--- src/rtl/sprite_line_engine_if.sv ---
// ---------------------------------------------------------------------------
// sprite_line_engine_if
//  Groups the per-line control strobes, the slot load bus and the pixel
//  result bus of the sprite line engine.
//  master : the sprite fetch / pixel pipeline controller (drives loads and
//           strobes, observes the pixel results)
//  slave  : the sprite line engine itself
//  Signals
//   line_start  pulse: invalidate all slots
//   ld_en       pulse: load slot ld_slot with the ld_* fields
//   ld_slot     target slot index (values >= N_SLOTS ignored)
//   ld_x        sprite X position
//   ld_pat_lo   pattern plane 0, MSB = leftmost pixel
//   ld_pat_hi   pattern plane 1
//   ld_pal      palette select
//   ld_flip_h   mirror the pattern horizontally on capture
//   ld_behind   sprite sits behind the background
//   ld_sprite0  slot holds OAM sprite 0
//   pixel_en    one visible-pixel strobe
//   pix_color   {pal, hi, lo} of the winning slot, 0 if none opaque
//   pix_opaque  winning slot pixel non-zero
//   pix_behind  behind-BG bit of the winner, 0 if none
//   pix_sprite0 sprite-0 slot opaque this pixel
// ---------------------------------------------------------------------------
interface sprite_line_engine_if #(
   parameter int N_SLOTS = 8,
   parameter int X_W     = 8,
   parameter int PAT_W   = 8,
   parameter int PAL_W   = 2
);
   localparam int SLOT_W = (N_SLOTS > 1) ? $clog2(N_SLOTS) : 1;

   logic                line_start;
   logic                ld_en;
   logic [SLOT_W-1:0]   ld_slot;
   logic [X_W-1:0]      ld_x;
   logic [PAT_W-1:0]    ld_pat_lo;
   logic [PAT_W-1:0]    ld_pat_hi;
   logic [PAL_W-1:0]    ld_pal;
   logic                ld_flip_h;
   logic                ld_behind;
   logic                ld_sprite0;
   logic                pixel_en;
   logic [PAL_W+1:0]    pix_color;
   logic                pix_opaque;
   logic                pix_behind;
   logic                pix_sprite0;

   modport master (
      output line_start, ld_en, ld_slot, ld_x, ld_pat_lo, ld_pat_hi,
             ld_pal, ld_flip_h, ld_behind, ld_sprite0, pixel_en,
      input  pix_color, pix_opaque, pix_behind, pix_sprite0
   );

   modport slave (
      input  line_start, ld_en, ld_slot, ld_x, ld_pat_lo, ld_pat_hi,
             ld_pal, ld_flip_h, ld_behind, ld_sprite0, pixel_en,
      output pix_color, pix_opaque, pix_behind, pix_sprite0
   );
endinterface

--- src/rtl/sprite_line_engine.sv ---
// ---------------------------------------------------------------------------
// sprite_line_engine
//  Per-scanline sprite renderer. N_SLOTS independent sprite shifters are
//  loaded during sprite fetch and then shifted one pixel per pixel_en during
//  visible rendering. Each slot counts down its X position before emitting
//  its pattern MSB-first. A fixed-priority mux picks the lowest-index opaque
//  slot; the result is registered and held between pixel strobes.
//  Ports
//   clk    system clock, all state on rising edge
//   rst_n  asynchronous active-low reset
//   bus    sprite_line_engine_if.slave (load bus, strobes, pixel results)
// ---------------------------------------------------------------------------
module sprite_line_engine #(
   parameter int N_SLOTS = 8,
   parameter int X_W     = 8,
   parameter int PAT_W   = 8,
   parameter int PAL_W   = 2
) (
   input logic                  clk,
   input logic                  rst_n,
   sprite_line_engine_if.slave  bus
);

   localparam int REM_W = $clog2(PAT_W + 1);
   localparam int COL_W = PAL_W + 2;

   localparam logic [1:0] ST_EMPTY  = 2'd0;
   localparam logic [1:0] ST_WAIT   = 2'd1;
   localparam logic [1:0] ST_ACTIVE = 2'd2;
   localparam logic [1:0] ST_DONE   = 2'd3;

   logic [1:0]       state_q   [N_SLOTS];
   logic [1:0]       state_d   [N_SLOTS];
   logic [X_W-1:0]   x_cnt_q   [N_SLOTS];
   logic [X_W-1:0]   x_cnt_d   [N_SLOTS];
   logic [PAT_W-1:0] pat_lo_q  [N_SLOTS];
   logic [PAT_W-1:0] pat_lo_d  [N_SLOTS];
   logic [PAT_W-1:0] pat_hi_q  [N_SLOTS];
   logic [PAT_W-1:0] pat_hi_d  [N_SLOTS];
   logic [REM_W-1:0] rem_q     [N_SLOTS];
   logic [REM_W-1:0] rem_d     [N_SLOTS];
   logic [PAL_W-1:0] pal_q     [N_SLOTS];
   logic [PAL_W-1:0] pal_d     [N_SLOTS];
   logic             behind_q  [N_SLOTS];
   logic             behind_d  [N_SLOTS];
   logic             sprite0_q [N_SLOTS];
   logic             sprite0_d [N_SLOTS];

   logic [COL_W-1:0] pix_color_q, pix_color_d;
   logic             pix_opaque_q, pix_opaque_d;
   logic             pix_behind_q, pix_behind_d;
   logic             pix_sprite0_q, pix_sprite0_d;

   logic [1:0]       slot_px [N_SLOTS];
   logic             win_found;
   logic [COL_W-1:0] win_color;
   logic             win_behind;
   logic             s0_hit;

   function automatic logic [PAT_W-1:0] reverse_bits(input logic [PAT_W-1:0] v);
      logic [PAT_W-1:0] r;
      for (int b = 0; b < PAT_W; b++) begin
         r[b] = v[PAT_W-1-b];
      end
      return r;
   endfunction

   // A slot emits its pattern MSB pair while ACTIVE, or on the pixel where
   // its X countdown has reached zero (that pixel is its first drawn one).
   always_comb begin
      for (int i = 0; i < N_SLOTS; i++) begin
         slot_px[i] = 2'b00;
         if (state_q[i] == ST_ACTIVE ||
             (state_q[i] == ST_WAIT && x_cnt_q[i] == '0)) begin
            slot_px[i] = {pat_hi_q[i][PAT_W-1], pat_lo_q[i][PAT_W-1]};
         end
      end
   end

   // Lowest-index opaque slot wins; sprite-0 hit is tracked separately so it
   // is reported even when a higher-priority slot covers it.
   always_comb begin
      win_found  = 1'b0;
      win_color  = '0;
      win_behind = 1'b0;
      s0_hit     = 1'b0;
      for (int i = 0; i < N_SLOTS; i++) begin
         if (!win_found && slot_px[i] != 2'b00) begin
            win_found  = 1'b1;
            win_color  = {pal_q[i], slot_px[i]};
            win_behind = behind_q[i];
         end
         if (sprite0_q[i] && slot_px[i] != 2'b00) begin
            s0_hit = 1'b1;
         end
      end
   end

   // Slot update order matters: pixel advance first, then line_start clears
   // everything, then a load overrides its own slot. This gives load
   // priority over both the shift and the clear for the targeted slot.
   always_comb begin
      for (int i = 0; i < N_SLOTS; i++) begin
         state_d[i]   = state_q[i];
         x_cnt_d[i]   = x_cnt_q[i];
         pat_lo_d[i]  = pat_lo_q[i];
         pat_hi_d[i]  = pat_hi_q[i];
         rem_d[i]     = rem_q[i];
         pal_d[i]     = pal_q[i];
         behind_d[i]  = behind_q[i];
         sprite0_d[i] = sprite0_q[i];

         if (bus.pixel_en) begin
            case (state_q[i])
               ST_WAIT: begin
                  if (x_cnt_q[i] != '0) begin
                     x_cnt_d[i] = x_cnt_q[i] - X_W'(1);
                  end else begin
                     pat_lo_d[i] = pat_lo_q[i] << 1;
                     pat_hi_d[i] = pat_hi_q[i] << 1;
                     rem_d[i]    = REM_W'(PAT_W - 1);
                     state_d[i]  = (PAT_W == 1) ? ST_DONE : ST_ACTIVE;
                  end
               end
               ST_ACTIVE: begin
                  pat_lo_d[i] = pat_lo_q[i] << 1;
                  pat_hi_d[i] = pat_hi_q[i] << 1;
                  rem_d[i]    = rem_q[i] - REM_W'(1);
                  if (rem_q[i] == REM_W'(1)) begin
                     state_d[i] = ST_DONE;
                  end
               end
               default: begin
               end
            endcase
         end

         if (bus.line_start) begin
            state_d[i] = ST_EMPTY;
         end

         if (bus.ld_en && int'(bus.ld_slot) == i) begin
            state_d[i]   = ST_WAIT;
            x_cnt_d[i]   = bus.ld_x;
            pat_lo_d[i]  = bus.ld_flip_h ? reverse_bits(bus.ld_pat_lo) : bus.ld_pat_lo;
            pat_hi_d[i]  = bus.ld_flip_h ? reverse_bits(bus.ld_pat_hi) : bus.ld_pat_hi;
            rem_d[i]     = '0;
            pal_d[i]     = bus.ld_pal;
            behind_d[i]  = bus.ld_behind;
            sprite0_d[i] = bus.ld_sprite0;
         end
      end
   end

   // Pixel results are captured only on pixel_en and held otherwise; a
   // coincident line_start blanks the captured pixel.
   always_comb begin
      pix_color_d   = pix_color_q;
      pix_opaque_d  = pix_opaque_q;
      pix_behind_d  = pix_behind_q;
      pix_sprite0_d = pix_sprite0_q;
      if (bus.pixel_en) begin
         if (bus.line_start) begin
            pix_color_d   = '0;
            pix_opaque_d  = 1'b0;
            pix_behind_d  = 1'b0;
            pix_sprite0_d = 1'b0;
         end else begin
            pix_color_d   = win_color;
            pix_opaque_d  = win_found;
            pix_behind_d  = win_behind;
            pix_sprite0_d = s0_hit;
         end
      end
   end

   always_ff @(posedge clk or negedge rst_n) begin
      if (!rst_n) begin
         for (int i = 0; i < N_SLOTS; i++) begin
            state_q[i]   <= ST_EMPTY;
            x_cnt_q[i]   <= '0;
            pat_lo_q[i]  <= '0;
            pat_hi_q[i]  <= '0;
            rem_q[i]     <= '0;
            pal_q[i]     <= '0;
            behind_q[i]  <= 1'b0;
            sprite0_q[i] <= 1'b0;
         end
         pix_color_q   <= '0;
         pix_opaque_q  <= 1'b0;
         pix_behind_q  <= 1'b0;
         pix_sprite0_q <= 1'b0;
      end else begin
         for (int i = 0; i < N_SLOTS; i++) begin
            state_q[i]   <= state_d[i];
            x_cnt_q[i]   <= x_cnt_d[i];
            pat_lo_q[i]  <= pat_lo_d[i];
            pat_hi_q[i]  <= pat_hi_d[i];
            rem_q[i]     <= rem_d[i];
            pal_q[i]     <= pal_d[i];
            behind_q[i]  <= behind_d[i];
            sprite0_q[i] <= sprite0_d[i];
         end
         pix_color_q   <= pix_color_d;
         pix_opaque_q  <= pix_opaque_d;
         pix_behind_q  <= pix_behind_d;
         pix_sprite0_q <= pix_sprite0_d;
      end
   end

   assign bus.pix_color   = pix_color_q;
   assign bus.pix_opaque  = pix_opaque_q;
   assign bus.pix_behind  = pix_behind_q;
   assign bus.pix_sprite0 = pix_sprite0_q;

endmodule

--- src/flat_wrapper.sv ---
// flat-port wrapper written by rule: the top's interface ports become plain ports
module sprite_line_engine_flat 
#(
   parameter int N_SLOTS = 8,
   parameter int X_W     = 8,
   parameter int PAT_W   = 8,
   parameter int PAL_W   = 2
)
  (clk, rst_n, bus_line_start, bus_ld_en, bus_ld_slot, bus_ld_x, bus_ld_pat_lo, bus_ld_pat_hi, bus_ld_pal, bus_ld_flip_h, bus_ld_behind, bus_ld_sprite0, bus_pixel_en, bus_pix_color, bus_pix_opaque, bus_pix_behind, bus_pix_sprite0);
  sprite_line_engine_if #(.N_SLOTS(N_SLOTS), .X_W(X_W), .PAT_W(PAT_W), .PAL_W(PAL_W)) bus_i ();
  input logic clk;
  input logic rst_n;
  input wire logic [$bits(bus_i.line_start)-1:0] bus_line_start;
  input wire logic [$bits(bus_i.ld_en)-1:0] bus_ld_en;
  input wire logic [$bits(bus_i.ld_slot)-1:0] bus_ld_slot;
  input wire logic [$bits(bus_i.ld_x)-1:0] bus_ld_x;
  input wire logic [$bits(bus_i.ld_pat_lo)-1:0] bus_ld_pat_lo;
  input wire logic [$bits(bus_i.ld_pat_hi)-1:0] bus_ld_pat_hi;
  input wire logic [$bits(bus_i.ld_pal)-1:0] bus_ld_pal;
  input wire logic [$bits(bus_i.ld_flip_h)-1:0] bus_ld_flip_h;
  input wire logic [$bits(bus_i.ld_behind)-1:0] bus_ld_behind;
  input wire logic [$bits(bus_i.ld_sprite0)-1:0] bus_ld_sprite0;
  input wire logic [$bits(bus_i.pixel_en)-1:0] bus_pixel_en;
  output wire logic [$bits(bus_i.pix_color)-1:0] bus_pix_color;
  output wire logic [$bits(bus_i.pix_opaque)-1:0] bus_pix_opaque;
  output wire logic [$bits(bus_i.pix_behind)-1:0] bus_pix_behind;
  output wire logic [$bits(bus_i.pix_sprite0)-1:0] bus_pix_sprite0;
  assign bus_i.line_start = bus_line_start;
  assign bus_i.ld_en = bus_ld_en;
  assign bus_i.ld_slot = bus_ld_slot;
  assign bus_i.ld_x = bus_ld_x;
  assign bus_i.ld_pat_lo = bus_ld_pat_lo;
  assign bus_i.ld_pat_hi = bus_ld_pat_hi;
  assign bus_i.ld_pal = bus_ld_pal;
  assign bus_i.ld_flip_h = bus_ld_flip_h;
  assign bus_i.ld_behind = bus_ld_behind;
  assign bus_i.ld_sprite0 = bus_ld_sprite0;
  assign bus_i.pixel_en = bus_pixel_en;
  assign bus_pix_color = bus_i.pix_color;
  assign bus_pix_opaque = bus_i.pix_opaque;
  assign bus_pix_behind = bus_i.pix_behind;
  assign bus_pix_sprite0 = bus_i.pix_sprite0;
  sprite_line_engine #(.N_SLOTS(N_SLOTS), .X_W(X_W), .PAT_W(PAT_W), .PAL_W(PAL_W)) u_core (.clk(clk), .rst_n(rst_n), .bus(bus_i));
endmodule
--- config.mk ---
export PLATFORM = sky130hd
export DESIGN_NAME = sprite_line_engine_flat
export DESIGN_NICKNAME = d
export VERILOG_FILES = /design/src/rtl/sprite_line_engine_if.sv /design/src/rtl/sprite_line_engine.sv /design/src/flat_wrapper.sv
export SDC_FILE = /design/constraint.sdc
export NUM_CORES = 1
export LEC_CHECK = 0
export CORE_MARGIN = 5
export CORE_UTILIZATION = 35
export DETAILED_ROUTE_END_ITERATION = 12
export GPL_ROUTABILITY_DRIVEN = 0
export MAX_ROUTING_LAYER = met4
export PLACE_DENSITY = 0.59
export SLEW_MARGIN = 25
export SYNTH_ARGS = -nofsm -noshare
export SYNTH_HDL_FRONTEND = slang
export SYNTH_SLANG_ARGS = --single-unit
--- constraint.sdc ---
create_clock -name clk -period 2.8 [get_ports clk]
set_input_delay 0.28 -clock clk [delete_from_list [all_inputs] [get_ports clk]]
set_output_delay 0.28 -clock clk [all_outputs]
set_load 0.01 [all_outputs]
# Word level (Yosys, flattened, before mapping)
# Index checks and enable logic that the tools add are counted.
# word_totals
ff_bits	279
in_bits	37
output_inout_bits	7
# classes
addsub	16
eq_ne	55
muxes	222
reduce_logical	143
# ops
op	n
$mux 8	82
$pmux 8 s2	16
$mux 4	33
$mux 2	48
$logic_not 8->1	8
$ne 4x4->1 const B	16
$pmux 4 s2	8
$reduce_bool 2->1	32
$reduce_bool 8->1	8
$sub 8x1->8 const B	8
$reduce_and 3->1	16
$reduce_bool 3->1	16
$eq 4x1->1 const B	8
$pmux 2 s2	8
$reduce_and 4->1	8
$reduce_bool 4->1	8
$sub 4x1->4 const B	8
$logic_and 1x1->1	31
$mux 1	27
$ne 3x3->1 const B	8
$eq 2x1->1 const B	8
$eq 2x2->1 const B	8
$eq 3x3->1 const B	4
$logic_or 1x1->1	8
other kinds (4)	11

# Longest topological paths before layout
# Gate-level depths: netlist of the first run.
# logic_depth
word_depth	28
depth_mapped	10
ltp_nobuf	9

# Worst setup path after synthesis of the first run
# Ideal clock, no wire load.
# synth_timing
path_type	flip-flop to flip-flop
from	register u_core.x_cnt_q[40] (netlist name)
to	register u_core.pix_opaque_q (netlist: u_core.bus.pix_opaque)
arrival_ps	2183
required_ps	2675
slack_ps	493
stages_incl_launch_ff	11
path_cell_list	dfrtp_1 -> inv_1 -> ha_1 -> nor4b_1 -> a31o_2 -> and2_1 -> nand3b_1 -> buf_4 -> nor3_1 -> a21oi_1 -> mux2_2
# synth_between
elab_chain_len	23
# synth_rtl
item	line	text
from (decl)	sprite_line_engine.sv:34	logic [X_W-1:0] x_cnt_q [N_SLOTS];
from (signal, indexed assignment)	sprite_line_engine.sv:196	x_cnt_q[i] <= x_cnt_d[i];
$logic_not 8->1 (*)	sprite_line_engine.sv:74	(state_q[i] == ST_WAIT && x_cnt_q[i] == '0)) begin
$logic_and 1x1->1 (*)	sprite_line_engine.sv:74	
$logic_or 1x1->1 (*)	sprite_line_engine.sv:73	if (state_q[i] == ST_ACTIVE ||
$mux 2 (*)	sprite_line_engine.sv:73	
$reduce_bool 2->1 (*)	sprite_line_engine.sv:88	if (!win_found && slot_px[i] != 2'b00) begin
$logic_and 1x1->1 (*)	sprite_line_engine.sv:88	
$mux 1 (*)	sprite_line_engine.sv:88	
$logic_not 1->1	sprite_line_engine.sv:88	
(+7 left out)	n/a	
$mux 1 (*)	sprite_line_engine.sv:88	
$logic_not 1->1	sprite_line_engine.sv:88	
$logic_and 1x1->1	sprite_line_engine.sv:88	
$mux 1 (*)	sprite_line_engine.sv:88	
$logic_not 1->1	sprite_line_engine.sv:88	
$logic_and 1x1->1	sprite_line_engine.sv:88	
$mux 1 (*)	sprite_line_engine.sv:88	
$mux 1 (*)	sprite_line_engine.sv:163	if (bus.line_start) begin
to (signal assigned)	sprite_line_engine.sv:205	pix_opaque_q <= pix_opaque_d;
to (decl)	sprite_line_engine.sv:50	logic pix_opaque_q, pix_opaque_d;
# Every way passes the cells marked *; elsewhere a longest branch is shown, timed or not.
# A chain may end at the register's enable or synchronous reset.

# Worst setup path in the final report of the first run
# layout_timing
from	register u_core.x_cnt_q[56] (netlist name)
to	register u_core.pix_color_q[0] (netlist: u_core.bus.pix_color[0])
# layout_between
elab_chain_len	28
# layout_rtl
item	line	text
$logic_not 8->1 (*)	sprite_line_engine.sv:74	
$logic_and 1x1->1 (*)	sprite_line_engine.sv:74	
$logic_or 1x1->1 (*)	sprite_line_engine.sv:73	
$mux 2 (*)	sprite_line_engine.sv:73	
$reduce_bool 2->1	sprite_line_engine.sv:88	
$mux 1	sprite_line_engine.sv:88	
$logic_not 1->1	sprite_line_engine.sv:88	
$logic_and 1x1->1	sprite_line_engine.sv:88	
(+12 left out)	n/a	
$mux 1	sprite_line_engine.sv:88	
$logic_not 1->1	sprite_line_engine.sv:88	
$logic_and 1x1->1	sprite_line_engine.sv:88	
$mux 1	sprite_line_engine.sv:88	
$logic_not 1->1	sprite_line_engine.sv:88	
$logic_and 1x1->1	sprite_line_engine.sv:88	
$mux 4 (*)	sprite_line_engine.sv:88	
$mux 4 (*)	sprite_line_engine.sv:163	
to (signal assigned)	sprite_line_engine.sv:204	pix_color_q <= pix_color_d;
to (decl)	sprite_line_engine.sv:49	logic [COL_W-1:0] pix_color_q, pix_color_d;
# Marks and branches as above.

==> results of run 1 <==
## timing repair
action                                 4_1_cts  5_1_grt
setup endpoints to repair                    0        4
gates resized for setup                      0        4
hold buffers                                 1        0
endpoints found under the hold margin       68        0
## cells by family after synthesis
logic type | count (synthesis)
DFF | 279
AOI/OAI and AO/OA | 361
xor gates and xnor gates | 54
buffers and inverters | 156
adders and majority gates | 42
and+or+nand+nor | 716
muxes | 58
## area by class of cell
cell class              count  area, sq um
fillers                  3990        24100
flip-flops and latches    279         6980
multi-input cells        1231         6890
clock buffers              39          866
repair buffers             92          851
well taps                 532          666
clock inverters            19          263
inverters                  54          203
## worst max-delay path, stage by stage (launching register included)
cell and delay, ns:
dfrtp_1 0.38, inv_1 0.09, ha_1 0.17, nor4b_1 0.44, a31o_2 0.32, nand2_1 0.12, and4_1 0.21, a311oi_1 0.32
nor4b_1 0.29, a211oi_1 0.12
## registers in the layout (all words and copies together) (netlist names)
signal and count:
u_core.rem_q 32, u_core.pat_lo_q 64, u_core.state_q 16, u_core.behind_q 8
u_core.bus.pix_opaque 1, u_core.pal_q 16, u_core.bus.pix_behind 1, u_core.bus.pix_color 4
u_core.sprite0_q 8, u_core.pat_hi_q 64, u_core.bus.pix_sprite0 1, u_core.x_cnt_q 64
## Yosys cell counts (9+ instances only)
master,instances,area share
a211oi_1,13,0.0067
a21oi_1,42,0.015
a31oi_1,90,0.039
clkbuf_1,77,0.020
dfrtp_1,279,0.48
ha_1,42,0.036
inv_1,54,0.014
mux2_2,17,0.013
mux2i_1,41,0.028
nand2_1,407,0.11
nand3_1,50,0.017
nor2_1,157,0.041
nor3_1,19,0.0066
nor4_1,13,0.0056
o211ai_1,9,0.0047
o21ai_0,143,0.049
o31ai_1,9,0.0047
or4_1,11,0.0057
xnor2_1,34,0.021
xor2_1,20,0.012
## stage by stage
step,power [uW],hold WS (ns),instances
2_1_floorplan,8940,-0.0156,1666
3_3_place_gp,9940,0.302,2187
3_5_place_dp,10100,0.308,2187
4_1_cts,14600,0.221,2246
5_1_grt,15500,0.248,2246
6_report,14600,0.247,2246
## per-layer routing
layer | global-route usage | part of all wire | up-vias
li1 | - | - | 5780
met1 | 0.240 | 0.47 | 5882
met2 | 0.289 | 0.47 | 288
met3 | 0.0170 | 0.040 | 66
met4 | 0.0377 | 0.021 | 0
met5 | - | 0 | -
## path summary, 6_finish.rpt
| check | to | cells after the start | from | slack, ns |
|---|---|---|---|---|
| min reg2reg | u_core.behind_q[0]$_DFFE_PN0P_ | 2 | u_core.behind_q[0]$_DFFE_PN0P_ | 0.48 |
| max reg2reg | u_core.bus.pix_color[0]$_DFFE_PN0P_ | 9 | u_core.x_cnt_q[56]$_DFFE_PN0P_ | 0.21 |
| min in group asynchronous | u_core.pat_hi_q[2]$_DFFE_PN0P_ | 2 | rst_n | 0.28 |
| max in group asynchronous | u_core.pat_hi_q[22]$_DFFE_PN0P_ | 3 | rst_n | 1.69 |
| max | u_core.bus.pix_color[0]$_DFFE_PN0P_ | 9 | u_core.x_cnt_q[56]$_DFFE_PN0P_ | 0.21 |
| min | u_core.state_q[11]$_DFFE_PN0P_ | 3 | bus_pixel_en | 0.25 |
## power by group
part           internal [uW]  switching, uW  leakage [uW]
Combinational           1590           1830       0.00334
Clock                   2740           1720      0.000549
Sequential              5480           1200       0.00345
==> impl_metrics.csv, run 1 <==
group,metric,value,unit
floorplan,initial_core_util,0.354,
finish,final_common_cell,"nand2_1",
finish,fin_util,0.410,
flow_run,drv_cap,0,
worst_setup_path,critPathMaxFanout,5,
logic_synthesis,synth_fp_nets,1745,
worst_setup_path,crit_arrival,3.03,ns
route,drcViolationCount,0,
logic_synthesis,async_flop_share,1.00,
clock_network,clkTransAtPathRegs,0.06,ns
finish,fin_area,16700,sq um
route,vias,12000,
power,power_leakage,0.00734,uW
logic_synthesis,synthSimpleGateAreaFrac,0.211,
logic_synthesis,yosysUniqueCellTypes,66,
timing,slew_viol_final,0,
clock_network,cts_tree,"done",
worst_setup_path,end_kind,"register",
power,peakVddDrop,0.000528,V
route,drt_pass1_iterations,5,
clock_network,cts_buffers,31,
route,postRouteAntennaNets,0,
hold_path,min_path_type,"in -> reg",
logic_synthesis,synth_compound_area_frac,0.152,
logic_synthesis,synth-seq-area-share,0.482,
clock_network,htreeDepth,1,
timing,worstMarginPinSlew,0.794,ns
timing,hold_violations,0,
floorplan,std_cell_rows,74,
logic_synthesis,ys_ff_latch,279,
logic_synthesis,synth_top_family_by_area,"simple AND/OR/NAND/NOR gates",
clock_network,post_cts_buffers,0,
global_route,grtUsageTotal,0.176,
finish,layout_common_cells,"407 x nand2_1, 279 x dfrtp_1, 154 x nor2_1",
timing,tns,0,ns
placement,dp_hpwl,26500,microns
finish,num_antenna_cells,0,
clock_network,cts.sinks,279,
clock_network,clock_path_buffers,3,
timing,fin_crit_sh,0.924,
logic_synthesis,synthXorXnorAreaFrac,0.0327,
floorplan,core,40800,sq um
placement,dpl_worst_slack,0.147,ns
route,drtIter0Drc,818,
timing,relSlewSlack,0.468,
global_route,grt_pass1_wl,63600,microns
floorplan,die_y,213,microns
floorplan,die_area,45500,sq um
timing,layout_setup_ws,0.214,ns
worst_setup_path,startpoint_type,"register",
finish,drive_above_1_share,0.0881,
route,avgViaCountPerCell,5.35,
clock_network,cts_root_buf,"clkbuf_16",
timing,min_period,2.59,ns
finish,area_growth,15.5,%
clock_network,clk_latency,0.57,ns
floorplan,pin_count,44,
power,power_density,871,nW/um^2
worst_setup_path,required,3.24,ns
outcome,status,"completed",
timing,setup_viol,0,
timing,rsz0062_at_grt,"no",
route,drt-total-wl,39200,microns
logic_synthesis,synth_mux_area_frac,0.0416,
global_route,grt_overflow,0,
logic_synthesis,synth_edf_count,0,
logic_synthesis,synth_fa_ha_area_frac,0.0363,
timing,max_freq,0.387,GHz
logic_synthesis,ys.flop_type,"dfrtp_1",
floorplan,die_w,213,microns
finish,nets,1768,
logic_synthesis,syn_inst,1666,
global_route,grt_pass1_vias,11500,
placement,port_buffers,43,
global_route,grt_max_degree,75,
placement,place_area,15600,sq um
global_route,antenna_found_initial,0,
timing,finClkSkew,0.0163,ns
logic_synthesis,syn_area,14500,sq um
logic_synthesis,syn_area_per_cell,8.69,sq um
worst_setup_path,crit_type,"reg -> reg",
logic_synthesis,ys_warn_count,0,
route,wl_per_cell,17.4,microns
No activity file was read; power rests on OpenSTA's default activity.
==> run 2, diff against run 1 <==
==> constraint.sdc (replaced) <==
create_clock -name clk -period 2.6 [get_ports clk]
set_input_delay 0.26 -clock clk [delete_from_list [all_inputs] [get_ports clk]]
set_output_delay 0.26 -clock clk [all_outputs]
set_load 0.01 [all_outputs]
==> run 2 against run 1 <==
Register-to-register slack got worse by 0.09 ns. Non-clock buffer count increased by 12. Sequential power increased by 7.2%. Largest power group unchanged. Critical path type unchanged. Die area unchanged. Largest cell class unchanged. Worst setup slack got worse by 0.087 ns. Flip-flop and latch count unchanged. Cell area increased by 1.1%. Clock-buffer cell count increased by 6.
==> impl_metrics.csv, run 2 (synthesis gave the netlist of run 1 again) <==
group,metric,value,unit
outcome,status,"completed",
worst_setup_path,required,3.01,ns
worst_setup_path,cpMostUsedCell,"buf_4",
floorplan,initial_core_util,0.354,
route,postRouteAntennaNets,0,
worst_setup_path,crit_slowest_cell,"dfrtp_1",
global_route,use_met2,0.271,
power,sw_frac_of_total,0.326,
clock_network,clkTransAtPathRegs,0.06,ns
power,power_density,938,nW/um^2
power,pwr-share-comb,0.236,
clock_network,cts_root_buf,"clkbuf_16",
power,power_frac_clock,0.313,
timing,max_freq,0.404,GHz
placement,place_area,15700,sq um
finish,layout_common_cells,"407 x nand2_1, 279 x dfrtp_1, 154 x nor2_1",
timing,fin_crit_sh,0.951,
finish,fin_util,0.414,
finish,fin_area,16900,sq um
global_route,gr-usage-met3,0.0247,
route,drt-total-wl,38400,microns
clock_network,cts_buffers,34,
worst_setup_path,cp_slowest_stage_delay,0.36,ns
timing,relSlewSlack,0.429,
worst_setup_path,critPathMaxFanout,11,
power,peakVddDrop,0.000577,V
placement,dp.cells,2195,
floorplan,core,40800,sq um
worst_setup_path,end_kind,"register",
flow_run,drv_cap,0,
finish,num_antenna_cells,0,
clock_network,cts_tree,"done",
finish,drive_above_1_share,0.0943,
placement,dp_hpwl,26100,microns
global_route,use_met1,0.239,
finish,final_common_cell,"nand2_1",
global_route,grt_max_degree,73,
worst_setup_path,crit_chain,"inv_1 > ha_1 > nor4b_1 > buf_4 > a31o_2 > and2_1 > nand3b_1 > buf_4 > nor3_1 > buf_4 > a21oi_1 > mux2_2",
clock_network,clk_latency,0.53,ns
floorplan,die_w,213,microns
route,drcViolationCount,0,
floorplan,pin_count,44,
hold_path,min_path_type,"in -> async",
floorplan,die_area,45500,sq um
worst_setup_path,startpoint_type,"register",
finish,nets,1783,
route,avgViaCountPerCell,5.25,
timing,hold_violations,0,
timing,worstMarginPinSlew,0.854,ns
worst_setup_path,crit_arrival,2.89,ns
route,wl_per_cell,17.0,microns
global_route,grt_pass1_vias,11200,
global_route,antenna_found_initial,0,
power,p_sw,5170,uW
global_route,grt_overflow,0,
global_route,grt_pass1_wl,62000,microns
timing,finClkSkew,0.0177,ns
finish,reg_top3,"u_core.pat_hi_q x64, u_core.pat_lo_q x64, u_core.x_cnt_q x64",
worst_setup_path,crit_type,"reg -> reg",
route,vias,11900,
clock_network,cts.sinks,279,
timing,slew_viol_final,0,
power,power_leakage,0.00744,uW
clock_network,htreeDepth,2,
floorplan,die_y,213,microns
power,power_frac_seq,0.452,
timing,setup_viol,0,
finish,stdcell_count,2261,
clock_network,clock_path_buffers,3,
finish,area_growth,16.8,%
global_route,grtUsageTotal,0.173,
power,intPower,10700,uW
timing,rsz0062_at_grt,"no",
route,drtIter0Drc,907,
floorplan,std_cell_rows,74,
placement,port_buffers,43,
route,drt_pass1_iterations,6,
global_route,top_usage_layer,"met2",
timing,min_period,2.47,ns
==> run 2: cell types whose count changed in the layout (fill, tap and decap cells not counted) <==
| cell | delta |
|---|---|
| buf_12 | +3 |
| clkinvlp_4 | -2 |
| buf_4 | +9 |
| clkinv_8 | +2 |
| bufinv_16 | -2 |
| inv_6 | -1 |
| clkbuf_1 | +3 |
| clkinv_4 | -1 |
| clkbuf_16 | +3 |
| clkinv_16 | +1 |
==> run 2: area by class of cell <==
| type | instances | area, sq um |
|---|---|---|
| flip-flops and latches | 279 | 6980 |
| inverters | 54 | 203 |
| well taps | 532 | 666 |
| fillers | 3946 | 23900 |
| multi-input cells | 1231 | 6890 |
| repair buffers | 104 | 978 |
| clock inverters | 16 | 233 |
| clock buffers | 45 | 952 |
==> run 2: power by group through the flow <==
stage,logic [uW],registers [uW],clock network (uW)
2_1_floorplan,2770,6850,0
3_3_place_gp,3570,7150,0
3_5_place_dp,3710,7190,0
4_1_cts,3750,7140,5070
5_1_grt,4300,7380,5270
6_report,3740,7160,4950
==> run 2: worst max-delay path, delay by kind of cell, from the launching register on <==
kind                     cells  cell delay [ns]
buffers and inverters        4             0.55
adder cells (fa/ha/maj)      1             0.22
AO/OA/AOI/OAI                2             0.32
AND/OR/NAND/NOR              4             0.63
multiplexers                 1             0.28
flip-flops                   1             0.36
==> run 2: repair_timing <==
action	4_1_cts	5_1_grt
hold buffers	1	0
pin swaps	0	1
endpoints found under the hold margin	47	0
buffers inserted	2	2
setup endpoints to repair	1	11
resized for setup	0	4
==> run 2: through the flow <==
| stage | setup WS (ns) | hold slack, ns | setup TNS [ns] | power, uW |
|---|---|---|---|---|
| floorplan | 0.293 | -0.0356 | 0 | 9620 |
| global placement | 0.0461 | 0.202 | 0 | 10700 |
| detailed placement | -0.0137 | 0.208 | -0.0137 | 10900 |
| CTS | 0.0205 | 0.246 | 0 | 16000 |
| global route | 0.00696 | 0.268 | 0 | 16900 |
| finish | 0.127 | 0.226 | 0 | 15900 |
==> run 2: layer usage <==
| metal | wire length [microns] | part of all wire |
|---|---|---|
| met4 | 877 | 0.023 |
| met2 | 17900 | 0.47 |
| met3 | 1730 | 0.045 |
| met5 | 0 | 0 |
| met1 | 17800 | 0.46 |
==> run 2: path summary, 6_finish.rpt <==
check                           cells after the start                            from                           endpoint  slack, ns
worst min register to register                      2  u_core.behind_q[7]$_DFFE_PN0P_     u_core.behind_q[7]$_DFFE_PN0P_       0.48
worst max register to register                     12  u_core.x_cnt_q[40]$_DFFE_PN0P_  u_core.bus.pix_opaque$_DFFE_PN0P_       0.13
max in group asynchronous                           3                           rst_n      u_core.x_cnt_q[7]$_DFFE_PN0P_       1.49
worst min-delay path                                2                           rst_n     u_core.pat_hi_q[1]$_DFFE_PN0P_       0.23
worst max-delay path                               12  u_core.x_cnt_q[40]$_DFFE_PN0P_  u_core.bus.pix_opaque$_DFFE_PN0P_       0.13
min in group clk                                    5                    bus_pixel_en     u_core.x_cnt_q[59]$_DFFE_PN0P_       0.35
==> run 3, diff against run 2 <==
--- a/config.mk
+++ b/config.mk
@@ -11,7 +11,7 @@
 export GPL_ROUTABILITY_DRIVEN = 0
 export MAX_ROUTING_LAYER = met4
 export PLACE_DENSITY = 0.59
-export SLEW_MARGIN = 25
+export SETUP_SLACK_MARGIN = 0.5
 export SYNTH_ARGS = -nofsm -noshare
 export SYNTH_HDL_FRONTEND = slang
 export SYNTH_SLANG_ARGS = --single-unit
==> run 3 against run 2 <==
First-iteration DRC count grew 1.3%. Combinational power up 23%. Worst setup slack improved by 0.16 ns. Cell area is 6.2% higher. Final cell count increased by 1.9%. Clock power is 19% lower. Highest routed layer unchanged.
==> impl_metrics.csv, run 3 (synthesis gave the netlist of run 1 again) <==
group,metric,value,unit
power,power_frac_clock,0.252,
clock_network,clk_latency,0.56,ns
clock_network,htreeDepth,1,
worst_setup_path,worst-path-buf-inv,1,
worst_setup_path,critPathMaxFanout,5,
worst_setup_path,cp_slowest_stage_delay,0.54,ns
timing,relSlewSlack,0.466,
worst_setup_path,crit_arrival,2.73,ns
clock_network,clkTransAtPathRegs,0.06,ns
clock_network,cts_buffers,31,
floorplan,core,40800,sq um
power,pwr-share-comb,0.288,
worst_setup_path,path_delay_family,"simple AND/OR/NAND/NOR gates",
clock_network,clock_path_buffers,3,
global_route,grt_max_degree,97,
timing,worstMarginPinSlew,0.800,ns
global_route,grtUsageTotal,0.180,
finish,stdcell_count,2305,
route,drt_pass1_iterations,5,
power,p_sw,5540,uW
route,vias,12300,
finish,reg_top3,"u_core.pat_hi_q x64, u_core.pat_lo_q x64, u_core.x_cnt_q x64",
timing,fin_hold_ws,0.311,ns
finish,nets,1836,
floorplan,initial_core_util,0.354,
worst_setup_path,cpMostUsedCell,"or4_4",
route,drtIter0Drc,919,
global_route,grt_overflow,0,
power,intPower,10400,uW
timing,hold_violations,0,
floorplan,die_y,213,microns
worst_setup_path,crit_type,"reg -> reg",
global_route,grt_pass1_wl,64900,microns
route,wl_per_cell,18.0,microns
power,power_frac_seq,0.460,
power,sw_frac_of_total,0.347,
power,peakVddDrop,0.000447,V
worst_setup_path,crit_slowest_cell,"or4_4",
route,drt-total-wl,41400,microns
global_route,grt_pass1_vias,11600,
clock_network,cts.sinks,279,
finish,final_common_cell,"nand2_1",
route,drcViolationCount,0,
placement,port_buffers,43,
worst_setup_path,end_kind,"register",
timing,max_freq,0.433,GHz
timing,slew_viol_final,0,
finish,drive_above_1_share,0.178,
power,power_leakage,0.00785,uW
global_route,antenna_found_initial,1,
worst_setup_path,required,3.02,ns
power,power.total,15900,uW
route,avgViaCountPerCell,5.35,
clock_network,cts_tree,"done",
timing,setup_viol,0,
clock_network,cts_root_buf,"clkbuf_16",
finish,layout_common_cells,"386 x nand2_1, 279 x dfrtp_1, 151 x nor2_1",
outcome,status,"completed",
worst_setup_path,startpoint_type,"register",
timing,finClkSkew,0.0162,ns
floorplan,pin_count,44,
timing,fin_crit_sh,0.889,
timing,rsz0062_at_grt,"yes",
timing,tns,0,ns
floorplan,die_area,45500,sq um
placement,dp.cells,2192,
placement,dp_hpwl,26100,microns
route,postRouteAntennaNets,0,
power,power_density,888,nW/um^2
hold_path,min_path_type,"in -> async",
worst_setup_path,crit_chain,"or4_4 > or4_4 > nand2_4 > o211a_4 > buf_12 > nand3_2 > o21ai_1 > a21oi_1",
finish,area_growth,24.0,%
timing,min_period,2.31,ns
floorplan,die_w,213,microns
flow_run,drv_cap,0,
floorplan,std_cell_rows,74,
-- run 3: cell types whose count changed in the layout (fill, tap and decap cells not counted), moves of 9 or more --
cell	change
nor4_1	-9
ha_1	-14
nand2_4	+15
buf_6	+20
nand3_1	-10
o21ai_1	+10
nand2_1	-21
o21ai_0	-14
buf_4	+33
-- run 3: path summary, 6_finish.rpt --
check                                               start                                  to  slack (ns)  depth (start not counted)
min in group clk                             bus_pixel_en      u_core.x_cnt_q[17]$_DFFE_PN0P_        0.31                          4
min reg2reg                u_core.behind_q[3]$_DFFE_PN0P_      u_core.behind_q[3]$_DFFE_PN0P_        0.48                          2
max                        u_core.x_cnt_q[19]$_DFFE_PN0P_        u_core.rem_q[10]$_DFFE_PN0P_        0.29                          8
max reg2reg                u_core.x_cnt_q[19]$_DFFE_PN0P_        u_core.rem_q[10]$_DFFE_PN0P_        0.29                          8
max in group asynchronous                           rst_n  u_core.bus.pix_sprite0$_DFFE_PN0P_        1.45                          3
min                                                 rst_n     u_core.pat_lo_q[50]$_DFFE_PN0P_        0.31                          2
-- run 3: through the flow --
step           worst slack, ns   util  cell area (sq um)
2_1_floorplan            0.411      -              14600
3_3_place_gp            0.0211  0.386              15700
3_5_place_dp           -0.0552  0.386              15700
4_1_cts                  0.348  0.422              17200
5_1_grt                  0.205  0.440              18000
6_report                 0.289  0.440              18000
-- run 3: power by group through the flow --
| stage | sequential [uW] | combinational [uW] | clock [uW] |
|---|---|---|---|
| global route | 7560 | 5190 | 4270 |
| global placement | 7220 | 3590 | 0 |
| floorplan | 6890 | 2820 | 0 |
| finish | 7340 | 4590 | 4010 |
| detailed placement | 7250 | 3710 | 0 |
| CTS | 7220 | 4150 | 4110 |
-- run 3: layout make-up --
| class | instances | area [sq um] |
|---|---|---|
| Sequential cell | 279 | 6980 |
| Clock inverter | 10 | 52.6 |
| Timing Repair Buffer | 160 | 1520 |
| Inverter | 54 | 203 |
| Clock buffer | 38 | 842 |
| Fill cell | 3909 | 22900 |
| Tap cell | 532 | 666 |
| Antenna cell | 1 | 2.50 |
| Multi-Input combinational cell | 1231 | 7690 |
-- run 3: timing repair --
action	CTS	global route
resized for setup	65	111
setup endpoints to repair	97	137
hold buffers	1	0
pin swaps	24	52
buffers inserted	32	24
gates cloned	1	6
hold endpoints to repair	90	0
-- run 3: routing by layer --
layer  global-route usage  part of all wire  vias to the layer above
li1                     -                 -                     5922
met5                    -                 0                        -
met4               0.0452             0.026                        0
met1                0.262              0.48                     6034
met3               0.0215             0.048                       73
met2                0.270              0.44                      313
